[src/rtl/keypad_pkg.sv]
// Shared types for the 4x4 matrix keypad scanner: key codes, debounce states
// and the per-scan classification helper.
package keypad_pkg;

  localparam int KEYPAD_ROWS = 4;
  localparam int KEYPAD_COLS = 4;
  localparam int KEYPAD_KEYS = KEYPAD_ROWS * KEYPAD_COLS;

  typedef logic [3:0] key_code_t;

  typedef enum logic [1:0] {
    IDLE,
    DEBOUNCE_PRESS,
    PRESSED,
    DEBOUNCE_RELEASE
  } keypad_state_t;

  typedef enum logic [1:0] {
    SCAN_NONE,
    SCAN_SINGLE,
    SCAN_MULTI
  } scan_class_t;

  typedef struct packed {
    scan_class_t cls;
    key_code_t   key;
  } scan_result_t;

  // Two or more closed switches are treated as ghosting, never as a key.
  function automatic scan_result_t classify_scan(input logic [KEYPAD_KEYS-1:0] snap);
    scan_result_t res;
    int unsigned  hits;
    res.cls = SCAN_NONE;
    res.key = '0;
    hits    = 0;
    for (int i = KEYPAD_KEYS - 1; i >= 0; i--) begin
      if (snap[i]) begin
        hits    = hits + 1;
        res.key = key_code_t'(i);
      end
    end
    if (hits == 1) begin
      res.cls = SCAN_SINGLE;
    end else if (hits > 1) begin
      res.cls = SCAN_MULTI;
    end
    return res;
  endfunction

endpackage

[src/rtl/keypad_scanner_if.sv]
// Keypad-side and time-set-side signals of the scanner, grouped in one bundle.
interface keypad_scanner_if;
  import keypad_pkg::*;

  logic [KEYPAD_COLS-1:0] col_in;
  logic [KEYPAD_ROWS-1:0] row_out;
  logic                   key_valid;
  key_code_t              key_code;
  logic                   key_held;

  modport master (
    input  col_in,
    output row_out,
    output key_valid,
    output key_code,
    output key_held
  );

  modport slave (
    output col_in,
    input  row_out,
    input  key_valid,
    input  key_code,
    input  key_held
  );

endinterface

[src/rtl/keypad_debounce.sv]
// Whole-scan debounce FSM: confirms a single key after DEBOUNCE_SCANS identical
// scans, strobes key_valid once, and holds the code until release is confirmed.
module keypad_debounce
  import keypad_pkg::*;
#(
  parameter int DEBOUNCE_SCANS = 4
) (
  input  logic        clk_in,
  input  logic        reset,
  input  logic        scan_done,
  input  scan_class_t scan_class,
  input  key_code_t   scan_key,
  output logic        key_valid,
  output key_code_t   key_code,
  output logic        key_held
);

  localparam int CNT_W = $clog2(DEBOUNCE_SCANS + 1);
  localparam logic [CNT_W-1:0] CNT_MAX = CNT_W'(DEBOUNCE_SCANS);
  localparam logic [CNT_W-1:0] CNT_ONE = CNT_W'(1);

  keypad_state_t    state_q, state_d;
  logic [CNT_W-1:0] count_q, count_d, count_inc;
  key_code_t        cand_q, cand_d;
  key_code_t        code_q, code_d;
  logic             valid_q, valid_d;

  always_ff @(posedge clk_in or negedge reset) begin
    if (!reset) begin
      state_q <= IDLE;
      count_q <= '0;
      cand_q  <= '0;
      code_q  <= '0;
      valid_q <= 1'b0;
    end else begin
      state_q <= state_d;
      count_q <= count_d;
      cand_q  <= cand_d;
      code_q  <= code_d;
      valid_q <= valid_d;
    end
  end

  assign count_inc = (count_q == CNT_MAX) ? count_q : CNT_W'(count_q + 1'b1);

  // Only scan_done moves the FSM, so key_valid can never repeat on back-to-back cycles.
  always_comb begin
    state_d = state_q;
    count_d = count_q;
    cand_d  = cand_q;
    code_d  = code_q;
    valid_d = 1'b0;
    if (scan_done) begin
      unique case (state_q)
        IDLE: begin
          if (scan_class == SCAN_SINGLE) begin
            cand_d = scan_key;
            if (CNT_MAX == CNT_ONE) begin
              state_d = PRESSED;
              code_d  = scan_key;
              valid_d = 1'b1;
              count_d = '0;
            end else begin
              state_d = DEBOUNCE_PRESS;
              count_d = CNT_ONE;
            end
          end
        end
        DEBOUNCE_PRESS: begin
          if (scan_class == SCAN_SINGLE && scan_key == cand_q) begin
            if (count_inc == CNT_MAX) begin
              state_d = PRESSED;
              code_d  = cand_q;
              valid_d = 1'b1;
              count_d = '0;
            end else begin
              count_d = count_inc;
            end
          end else begin
            state_d = IDLE;
            count_d = '0;
          end
        end
        PRESSED: begin
          if (scan_class == SCAN_NONE) begin
            if (CNT_MAX == CNT_ONE) begin
              state_d = IDLE;
              count_d = '0;
            end else begin
              state_d = DEBOUNCE_RELEASE;
              count_d = CNT_ONE;
            end
          end
        end
        DEBOUNCE_RELEASE: begin
          if (scan_class == SCAN_NONE) begin
            if (count_inc == CNT_MAX) begin
              state_d = IDLE;
              count_d = '0;
            end else begin
              count_d = count_inc;
            end
          end else begin
            state_d = PRESSED;
            count_d = '0;
          end
        end
        default: begin
          state_d = IDLE;
          count_d = '0;
        end
      endcase
    end
  end

  assign key_valid = valid_q;
  assign key_code  = code_q;
  assign key_held  = (state_q == PRESSED) || (state_q == DEBOUNCE_RELEASE);

endmodule

[src/rtl/keypad_scanner.sv]
// 4x4 matrix keypad scanner: strobes rows low one at a time, samples the
// synchronized active-low columns and hands each full scan to the debouncer.
module keypad_scanner
  import keypad_pkg::*;
#(
  parameter int SCAN_DIVIDER   = 8,
  parameter int DEBOUNCE_SCANS = 4
) (
  input  logic             clk_in,
  input  logic             reset,
  keypad_scanner_if.master bus
);

  if (SCAN_DIVIDER < 3) begin : g_bad_divider
    $error("keypad_scanner: SCAN_DIVIDER must be >= 3");
  end
  if (DEBOUNCE_SCANS < 1) begin : g_bad_debounce
    $error("keypad_scanner: DEBOUNCE_SCANS must be >= 1");
  end

  localparam int SLOT_W = $clog2(SCAN_DIVIDER);
  localparam logic [SLOT_W-1:0] SLOT_LAST = SLOT_W'(SCAN_DIVIDER - 1);

  logic [KEYPAD_COLS-1:0] col_meta, col_sync;
  logic [SLOT_W-1:0]      slot_cnt;
  logic [1:0]             row_idx;
  logic [KEYPAD_KEYS-1:0] snapshot;
  logic                   scan_done;
  logic                   slot_end;
  scan_result_t           scan_res;

  always_ff @(posedge clk_in or negedge reset) begin
    if (!reset) begin
      col_meta <= '1;
      col_sync <= '1;
    end else begin
      col_meta <= bus.col_in;
      col_sync <= col_meta;
    end
  end

  assign slot_end = (slot_cnt == SLOT_LAST);

  always_ff @(posedge clk_in or negedge reset) begin
    if (!reset) begin
      slot_cnt <= '0;
      row_idx  <= '0;
    end else if (slot_end) begin
      slot_cnt <= '0;
      row_idx  <= row_idx + 2'd1;
    end else begin
      slot_cnt <= slot_cnt + 1'b1;
    end
  end

  // Sampling on the last cycle of each slot gives the column lines the whole slot
  // (minus the synchronizer delay) to settle after the row changes.
  always_ff @(posedge clk_in or negedge reset) begin
    if (!reset) begin
      snapshot  <= '0;
      scan_done <= 1'b0;
    end else begin
      scan_done <= slot_end && (row_idx == 2'd3);
      if (slot_end) begin
        snapshot[row_idx*KEYPAD_COLS +: KEYPAD_COLS] <= ~col_sync;
      end
    end
  end

  assign bus.row_out = ~(4'b0001 << row_idx);
  assign scan_res    = classify_scan(snapshot);

  keypad_debounce #(
    .DEBOUNCE_SCANS(DEBOUNCE_SCANS)
  ) u_debounce (
    .clk_in    (clk_in),
    .reset     (reset),
    .scan_done (scan_done),
    .scan_class(scan_res.cls),
    .scan_key  (scan_res.key),
    .key_valid (bus.key_valid),
    .key_code  (bus.key_code),
    .key_held  (bus.key_held)
  );

endmodule
[src/flat_wrapper.sv]
// flat-port wrapper written by rule: the top's interface ports become plain ports
module keypad_scanner_flat import keypad_pkg::*;
#(
  parameter int SCAN_DIVIDER   = 8,
  parameter int DEBOUNCE_SCANS = 4
)
  (clk_in, reset, bus_col_in, bus_row_out, bus_key_valid, bus_key_code, bus_key_held);
  keypad_scanner_if bus_i ();
  input  logic clk_in;
  input  logic reset;
  input wire logic [$bits(bus_i.col_in)-1:0] bus_col_in;
  output wire logic [$bits(bus_i.row_out)-1:0] bus_row_out;
  output wire logic [$bits(bus_i.key_valid)-1:0] bus_key_valid;
  output wire logic [$bits(bus_i.key_code)-1:0] bus_key_code;
  output wire logic [$bits(bus_i.key_held)-1:0] bus_key_held;
  assign bus_i.col_in = bus_col_in;
  assign bus_row_out = bus_i.row_out;
  assign bus_key_valid = bus_i.key_valid;
  assign bus_key_code = bus_i.key_code;
  assign bus_key_held = bus_i.key_held;
  keypad_scanner #(.SCAN_DIVIDER(SCAN_DIVIDER), .DEBOUNCE_SCANS(DEBOUNCE_SCANS)) u_core (.clk_in(clk_in), .reset(reset), .bus(bus_i));
endmodule
[config.mk]
export PLATFORM = sky130hd
export DESIGN_NAME = keypad_scanner_flat
export DESIGN_NICKNAME = d
export VERILOG_FILES = /design/src/rtl/keypad_pkg.sv /design/src/rtl/keypad_scanner_if.sv /design/src/rtl/keypad_debounce.sv /design/src/rtl/keypad_scanner.sv /design/src/flat_wrapper.sv
export SDC_FILE = /design/constraint.sdc
export NUM_CORES = 1
export LEC_CHECK = 0
export CORE_MARGIN = 1
export CORE_UTILIZATION = 33
export DETAILED_ROUTE_END_ITERATION = 8
export HOLD_SLACK_MARGIN = 0.15
export PLACE_DENSITY = 0.55
export SYNTH_ARGS = -nofsm -noshare
export SYNTH_HDL_FRONTEND = slang
export SYNTH_SLANG_ARGS = --single-unit
[constraint.sdc]
create_clock -name clk_in -period 10.9 [get_ports clk_in]
set_input_delay 1.635 -clock clk_in [delete_from_list [all_inputs] [get_ports clk_in]]
set_output_delay 1.635 -clock clk_in [all_outputs]
set_load 0.01 [all_outputs]
# Yosys cells after proc, flatten, opt, wreduce, memory -nomap -nowiden
# Cells that the tools add are included.
# classes
n_lt_le_gt_ge	1
bitwise_logic	2
reduce_logical	9
n_mux	54
n_addsub	19
eq_ne	14
n_shift	3
# op_table
operator	count
32-bit by 1-bit adder with 32-bit output (second input constant)	15
32-bit two-way mux	15
4-bit two-way mux	16
4-bit negator with 34-bit output	1
4-bit by 34-bit variable shift with 16-bit output (first input constant)	1
4-bit by 34-bit indexed part select with 16-bit output	1
32-bit by 1-bit equality test with 1-bit output (second input constant)	1
32-bit by 1-bit greater-than comparator with 1-bit output (second input constant)	1
3-bit two-way mux	7
16-bit bitwise mux	1
2-bit two-way mux	8
3-bit one-hot mux with 4 select lines	1
3-bit equality test (second input constant)	3
4-bit inverter	2
2-bit one-hot mux with 4 select lines	1
3-bit by 1-bit adder with 3-bit output (second input constant)	2
2-bit equality test (second input constant)	3
3-bit != test (second input constant)	2
3-bit AND reduction	2
1-bit two-way mux	5
5-bit AND reduction	1
2-bit by 1-bit equality test with 1-bit output (second input constant)	2
4-bit equality test	1
2-bit zero test	2
6 further kinds	8
# word_totals
regBits	44
input_bits	6
word_cells	113

# Depth between registers and ports, before layout
# Gate-level depths: netlist of the first run.
# logic_depth
ltp_word	39
mapped_depth	52
ltp_nobuf	52

# Hierarchy
# Synthesis of the first run repeated with hierarchy kept, for this count alone.
# hier_totals
hier_cells	430
area_unflattened_um2	3832.4
# modules_own_cells
mod	cells_per_inst	n_inst	seq_area_each_um2	area_per_inst_um2
keypad_scanner	359	1	760.7	3020.4
keypad_debounce	71	1	350.3	812.0

# Worst setup path before layout of the first run
# No wires, ideal clock.
# synth_path
path_kind	reg-to-reg
startpoint	register u_core.snapshot[14]
endpoint	register u_core.u_debounce.cand_q[0]
setup_ps	125
stages_incl_launch_ff	52
slack_ps	799
t_arrival_ps	9976
synth_period_minus_slack_ps	10101
required_ps	10775
cell_sequence	dfrtp_1 > inv_1 > ha_1 > buf_6 > xnor3_2 > inv_1 > ha_1 > nor2_1 > nor3_1 > ha_1 > nand2_1 > o41ai_4 > ha_1 > nor2b_1 > nor2_1 > ha_1 > nand2_1 > o31ai_1 > (+16 left out) > ha_1 > nand2b_1 > o31ai_1 > inv_1 > ha_1 > nand2_1 > o21ai_0 > ha_1 > nand2_1 > xor2_1 > xnor2_1 > o211ai_1 > or3_1 > mux2i_1 > nand3_1 > a211oi_4 > nor4b_4 > mux2_2
# synth_via
elab_chain_len	34
word_cells_on_any_way	50
cone_classes	14 x add/sub; 1 x order compare; 2 x eq/ne; 32 x mux; 1 x reduce/logical
# synth_rtl
item	line_no	source
start, declared	keypad_scanner.sv:27	logic [KEYPAD_KEYS-1:0] snapshot;
start signal, assigned by index	keypad_scanner.sv:65	snapshot[row_idx*KEYPAD_COLS +: KEYPAD_COLS] <= ~col_sync;
32-bit two-way mux	keypad_pkg.sv:37	if (snap[i]) begin
32-bit by 1-bit adder with 32-bit output	keypad_pkg.sv:38	hits = hits + 1;
32-bit two-way mux	keypad_pkg.sv:37	
32-bit by 1-bit adder with 32-bit output	keypad_pkg.sv:38	
32-bit two-way mux	keypad_pkg.sv:37	
32-bit by 1-bit adder with 32-bit output	keypad_pkg.sv:38	
32-bit two-way mux	keypad_pkg.sv:37	
32-bit by 1-bit adder with 32-bit output	keypad_pkg.sv:38	
(+18 left out)	n/a	
32-bit two-way mux	keypad_pkg.sv:37	
32-bit by 1-bit adder with 32-bit output	keypad_pkg.sv:38	
32-bit two-way mux	keypad_pkg.sv:37	
32-bit by 1-bit greater-than comparator with 1-bit output	keypad_pkg.sv:44	end else if (hits > 1) begin
2-bit two-way mux	keypad_pkg.sv:44	
2-bit two-way mux	keypad_pkg.sv:42	if (hits == 1) begin
2-bit by 1-bit equality test with 1-bit output	keypad_debounce.sv:56	if (scan_class == SCAN_SINGLE) begin
3-bit AND reduction (no line)	n/a	
end signal, assigned	keypad_debounce.sv:38	cand_q <= cand_d;
end, declared	keypad_debounce.sv:24	key_code_t cand_q, cand_d;
# Parallel ways exist; a longest one is shown, timed or not.
# A chain may end at the register's enable or synchronous reset.

# Worst setup path in the final report of the first run
# Same ends and word-level chain as after synthesis.

==> summary.txt, run 1 <==
pins over their slew limit: 0
H-tree depth: 2
Post-Layout Inst Area: 4810 µm²
Tcrit/Tclk final: 94.1%
Setup crit end kind: register
Post-synth EDFFs: 0
largest net degree at the start of global routing: 45
Startpoint Class: register
Leakage: 2.08 nW
initial drt markers: 147
Final Core Density: 39.4%
fillcell total: 1235
Post-synth top cells: nand2_1 (58), dfrtp_1 (36), ha_1 (26), inv_1 (26), xnor2_1 (26)
syn nets: 501
Reg clk slew, reported paths: 0.06 ns
final setup vio count: 0
WL final: 8.74 mm
Final min period: 10.26 ns
Req. time, crit path: 11.06 ns
DRC viols: 0
CP arrival: 10.42 ns
Post-Syn Area per Cell: 8.97 µm²
Yosys top cell by area: dfrtp_1
largest cells by area after synthesis: dfrtp_1 (21%), ha_1 (7.7%), xnor2_1 (5.4%)
DP Area: 4520 µm²
# diodes: 0
total CTS buffers: 5
Syn. warnings: 0
Post-Synthesis Cells: 469
sequential fraction of the synthesis area: 26.4%
Final Net Count: 515
initial antenna violation count: 0
measured slew at the worst slew-check pin: 0.956 ns
DP Wirelength: 6.80 mm
WL per Instance: 13.4 µm
IO buf count: 15
Core Area: 12200 µm²
max cap viols: 0
Peak VDD IR: 0.000158 V
vias: 3289
first drt pass iteration count: 4
Seq cells post-synth: 44
clk root buf: clkbuf_16
final weighted congestion in routability-driven placement: 0.810
status: finished, final reports clean
Multi-input gate area: 3000 µm²
Ports: 16
clock skew: 0.00386 ns
Min-Delay Path Class: reg -> reg
die width: 115 µm
async set-or-reset flop fraction in the synthesized netlist: 100%
die area: 13200 µm²
Critical Path Fanout Max: 4
Crit path top cell by count: ha_1
share of post-route cells with drive strength above 1: 15.9%
clk_lat worst skew: 0.28 ns
Via density: 5.04
DRT antenna net count: 0
Synth Flop Type: dfrtp_1
# rows: 40
CTS tree: built
die span in y: 115 µm
register area: 1110 µm²
first-pass GRT wire length: 14.9 mm
fmax: 97.5 MHz
clk sinks: 44
Fin. Hold Viols: 0
Post-Syn Area: 4210 µm²
area grow syn2layout: 14.2%
Critical Path Max Stage Delay: 0.43 ns
cell with the most instances after synthesis: nand2_1
CP max-delay cell: xnor3_2
initial core utilization: 34.5%
GR Overflow Total: 0
Rel. slew slack: 36.3%
Setup CP Type: reg -> reg
Synth top area share: 21.4%
maximum clock insertion buffer count: 2
vias in the first global route: 3180
Synth cell types: 69
Power per Cell Area: 209 nW/µm²
total track usage: 13.7%
power by group:
group / switching [mW] / internal, mW / total (mW)
sequential: 0.0150 / 0.173 / 0.188
clock: 0.0571 / 0.108 / 0.165
combinational: 0.343 / 0.308 / 0.651
total: 0.415 / 0.588 / 1.00
final timing paths:
check                      cells after the start  slack (ns)                     endpoint                start
setup / recovery                              51        0.64  u_core.u_debounce.cand_q[0]  u_core.snapshot[14]
hold / removal                                 0        0.36           u_core.col_sync[2]   u_core.col_meta[2]
setup reg to reg                              51        0.64  u_core.u_debounce.cand_q[0]  u_core.snapshot[14]
hold reg to reg                                0        0.36           u_core.col_sync[2]   u_core.col_meta[2]
max in group asynchronous                      1        8.80          u_core.snapshot[15]                reset
min in group asynchronous                      1        1.50  u_core.u_debounce.key_valid                reset
critical path, delay by kind of cell, from the launching register on:
family	cells	cell delay, ns
adder cells (fa/ha/maj)	12	3.55
buffers and inverters	4	0.39
AO/OA/AOI/OAI	13	1.77
multiplexers	2	0.61
flip-flops	1	0.40
XOR/XNOR	3	0.88
AND/OR/NAND/NOR	17	2.57
sequential cells by signal, summed over array words and instances (netlist names), 3 cells and up:
register,count
u_core.slot_cnt,3
u_core.u_debounce.key_code,4
u_core.u_debounce.cand_q,4
u_core.col_meta,4
u_core.snapshot,16
u_core.u_debounce.count_q,3
u_core.col_sync,4
area by class of cell:
class,instances,share of cell area [%]
multi-input cells,380,62.3
flip-flops and latches,44,23.1
repair buffers,26,4.74
well taps,168,4.37
clock buffers,6,2.68
inverters,26,2.03
clock inverters,2,0.729
through the flow:
stage	TNS [ns]	setup WS, ns	power [mW]	std cells	hold WS [ns]
2_1_floorplan	0	0.799	0.679	469	0.345
3_3_place_gp	0	0.591	0.787	639	0.346
3_5_place_dp	0	0.246	0.794	639	0.347
4_1_cts	0	0.184	0.967	647	0.356
5_1_grt	-0.0771	-0.0242	1.08	652	0.360
6_report	0	0.642	1.00	652	0.356
per-layer routing:
metal  wire [µm]  global-route usage (%)
met5           0                       0
met4          66                    3.20
met1        4540                    19.2
met2        4000                    23.1
met3         134                    1.05
cell families (layout without fill, tap and decap cells):
kind of cell	after synthesis	after routing	synth area share [%]
and+or+nand+nor	179	179	22.4
AOI/OAI and AO/OA	98	98	17.1
xor gates and xnor gates	58	58	17.2
buffers and inverters	45	60	4.37
DFF	44	44	26.4
adders and majority gates	26	26	7.73
muxes	19	19	4.90
what timing repair did:
action | 4_1_cts | 5_1_grt
resized for setup | 0 | 18
endpoints found under the setup margin | 0 | 14
hold buffers | 0 | 0
setup buffers | 0 | 5
layout by cell type, fill, tap and decap left out, drive strengths merged, types with 7 or more instances in the layout:
cell and n:
a21oi 18, and2 8, buf 12, clkdlybuf4s50 14, dfrtp 36, dfstp 8
ha 26, inv 26, mux2 13, nand2 58, nand3 19, nor2 23
nor3 15, nor3b 7, o21ai 20, o31ai 16, or3 9, xnor2 30
xnor3 11, xor2 15
No activity file was read; power rests on OpenSTA's default activity.
==> inputs of run 2 (changes only) <==
--- a/config.mk
+++ b/config.mk
@@ -5,6 +5,7 @@
 export SDC_FILE = /design/constraint.sdc
 export NUM_CORES = 1
 export LEC_CHECK = 0
+export CORE_ASPECT_RATIO = 0.75
 export CORE_MARGIN = 1
 export CORE_UTILIZATION = 33
 export DETAILED_ROUTE_END_ITERATION = 8
==> run 2 against run 1 <==
  * Cell area grew 1.6%
  * Die area about the same
  * Register-to-register slack worse by 0.10 ns
  * Maximum frequency fell by 0.98%
  * Critical path type unchanged
  * Largest cell class unchanged
  * Highest routed layer unchanged
==> summary.txt, run 2 (synthesis results as in run 1) <==
status: finished, final reports clean
max cap viols: 0
Tcrit/Tclk final: 95.0%
GRT met3 Usage: 1.06%
die area: 13200 µm²
maximum clock insertion buffer count: 2
Rel. slew slack: 37.2%
# diodes: 0
Critical Path Max Stage Delay: 0.41 ns
IO buf count: 15
largest net degree at the start of global routing: 45
M1 GR Usage: 23.2%
share of post-route cells with drive strength above 1: 18.0%
clk root buf: clkbuf_16
hold depth: 0
Via density: 5.24
worst slack, placed: -0.0696 ns
Crit path max-delay family: adder cells
Peak VDD IR: 0.0000971 V
DP Wirelength: 7.11 mm
Post-CTS Hold Buffers: 0
crit path buf inv count: 4
Min-Delay Path Class: reg -> reg
WL final: 9.32 mm
Reg2Reg Setup Slack: 0.54 ns
pins over their slew limit: 0
Setup crit end kind: register
Reg2Reg Depth: 52
CP startpoint: u_core.snapshot[14]
commonest non-fill, non-tap cell in the layout: nand2_1
terminus of the critical flop-to-flop path: u_core.u_debounce.cand_q[2]
die span in y: 99.8 µm
Crit path top cell by count: ha_1
clk sinks: 44
Startpoint Class: register
vias in the first global route: 3281
Final Core Density: 39.5%
total CTS buffers: 5
WL per Instance: 14.2 µm
# rows: 35
first drt pass iteration count: 4
Levels on crit path: 52
DRC viols: 0
CP max-delay cell: dfrtp_1
Critical Path End: u_core.u_debounce.cand_q[2]
Reg clk slew, reported paths: 0.06 ns
initial antenna violation count: 0
Critical Path Fanout Max: 4
clk_lat worst skew: 0.28 ns
gr busiest metal: met1
initial core utilization: 34.1%
clock skew: 0.00384 ns
H-tree depth: 2
GR Overflow Total: 0
DRT antenna net count: 0
register area: 1110 µm²
fmax: 96.5 MHz
first-pass GRT wire length: 16.2 mm
most frequent cells in the layout: nand2_1 (56), dfrtp_1 (36), inv_1 (26), xnor2_1 (25)
Final min period: 10.36 ns
initial drt markers: 163
vias: 3428
met2 Usage GRT: 21.7%
CP arrival: 10.52 ns
Core Area: 12300 µm²
worst setup margin: 0.540 ns
fillcell total: 1231
Setup CP Type: reg -> reg
Final Net Count: 519
worst r2r src: u_core.snapshot[14]
Multi-input gate area: 3050 µm²
Leakage: 2.10 nW
die width: 132 µm
final setup vio count: 0
Req. time, crit path: 11.06 ns
total track usage: 14.8%
Power per Cell Area: 211 nW/µm²
Biggest register: u_core.snapshot
final weighted congestion in routability-driven placement: 0.779
Ports: 16
measured slew at the worst slew-check pin: 0.942 ns
area grow syn2layout: 16.0%
Fin. Hold Viols: 0
CTS tree: built
max reg flops: 16
run 2: cell count changes in the layout (fill, tap and decap cells not counted), sizes merged:
cell | before | now
bufinv | 1 | 0
buf | 12 | 16
clkinv | 1 | 2
run 2: cell type report:
class	count	area share (%)
clock inverter	2	0.205
tap	166	4.25
clock buffer	6	2.84
multi-input combinational	380	62.4
inverter	26	2.00
timing repair buffer	30	5.54
sequential	44	22.8
run 2: how the worst min path moves through the flow:
stage / startpoint / endpoint / slack (ns)
5_1_grt: u_core.col_meta[2] / u_core.col_sync[2] / 0.36
3_3_place_gp: u_core.col_meta[2] / u_core.col_sync[2] / 0.35
3_5_place_dp: u_core.col_meta[2] / u_core.col_sync[2] / 0.35
2_1_floorplan: u_core.col_meta[0] / u_core.col_sync[0] / 0.35
6_report: u_core.col_meta[2] / u_core.col_sync[2] / 0.35
4_1_cts: u_core.col_meta[2] / u_core.col_sync[2] / 0.36
run 2: per-layer routing:
metal / vias to the layer above / routed length (µm)
met1: 1626 / 5200
met5: - / 0
met4: 0 / 85
met2: 62 / 3770
met3: 7 / 261
li1: 1733 / -
run 2: power by group:
| group | total (mW) | leakage [nW] | internal [mW] | switching (mW) |
|---|---|---|---|---|
| Sequential | 0.188 | 0.540 | 0.173 | 0.0155 |
| Clock | 0.149 | 0.0766 | 0.0902 | 0.0588 |
| Combinational | 0.691 | 1.48 | 0.326 | 0.365 |
| Total | 1.03 | 2.10 | 0.589 | 0.439 |
run 2: metrics by stage:
stage          cell area (µm²)  setup TNS, ns  hold WS, ns  std cells  power, mW
2_1_floorplan             4210              0        0.345        469      0.679
3_3_place_gp              4510              0        0.347        635      0.769
3_5_place_dp              4510         -0.261        0.347        635      0.780
4_1_cts                   4660              0        0.355        643      0.946
5_1_grt                   4880         -0.737        0.359        654       1.12
6_report                  4880              0        0.354        654       1.03
run 2: timing repair:
item	in CTS	in global routing
setup endpoints to repair	8	14
buffers inserted	0	11
pin swaps	0	14
gates resized for setup	1	28
==> inputs of run 3 (changes only) <==
--- a/config.mk
+++ b/config.mk
@@ -9,6 +9,7 @@
 export CORE_MARGIN = 1
 export CORE_UTILIZATION = 33
 export DETAILED_ROUTE_END_ITERATION = 8
+export GPL_ROUTABILITY_DRIVEN = 0
 export HOLD_SLACK_MARGIN = 0.15
 export PLACE_DENSITY = 0.55
 export SYNTH_ARGS = -nofsm -noshare
==> results of run 3 <==
Same layout as run 2: the final DEF is identical, and so are final timing and power.
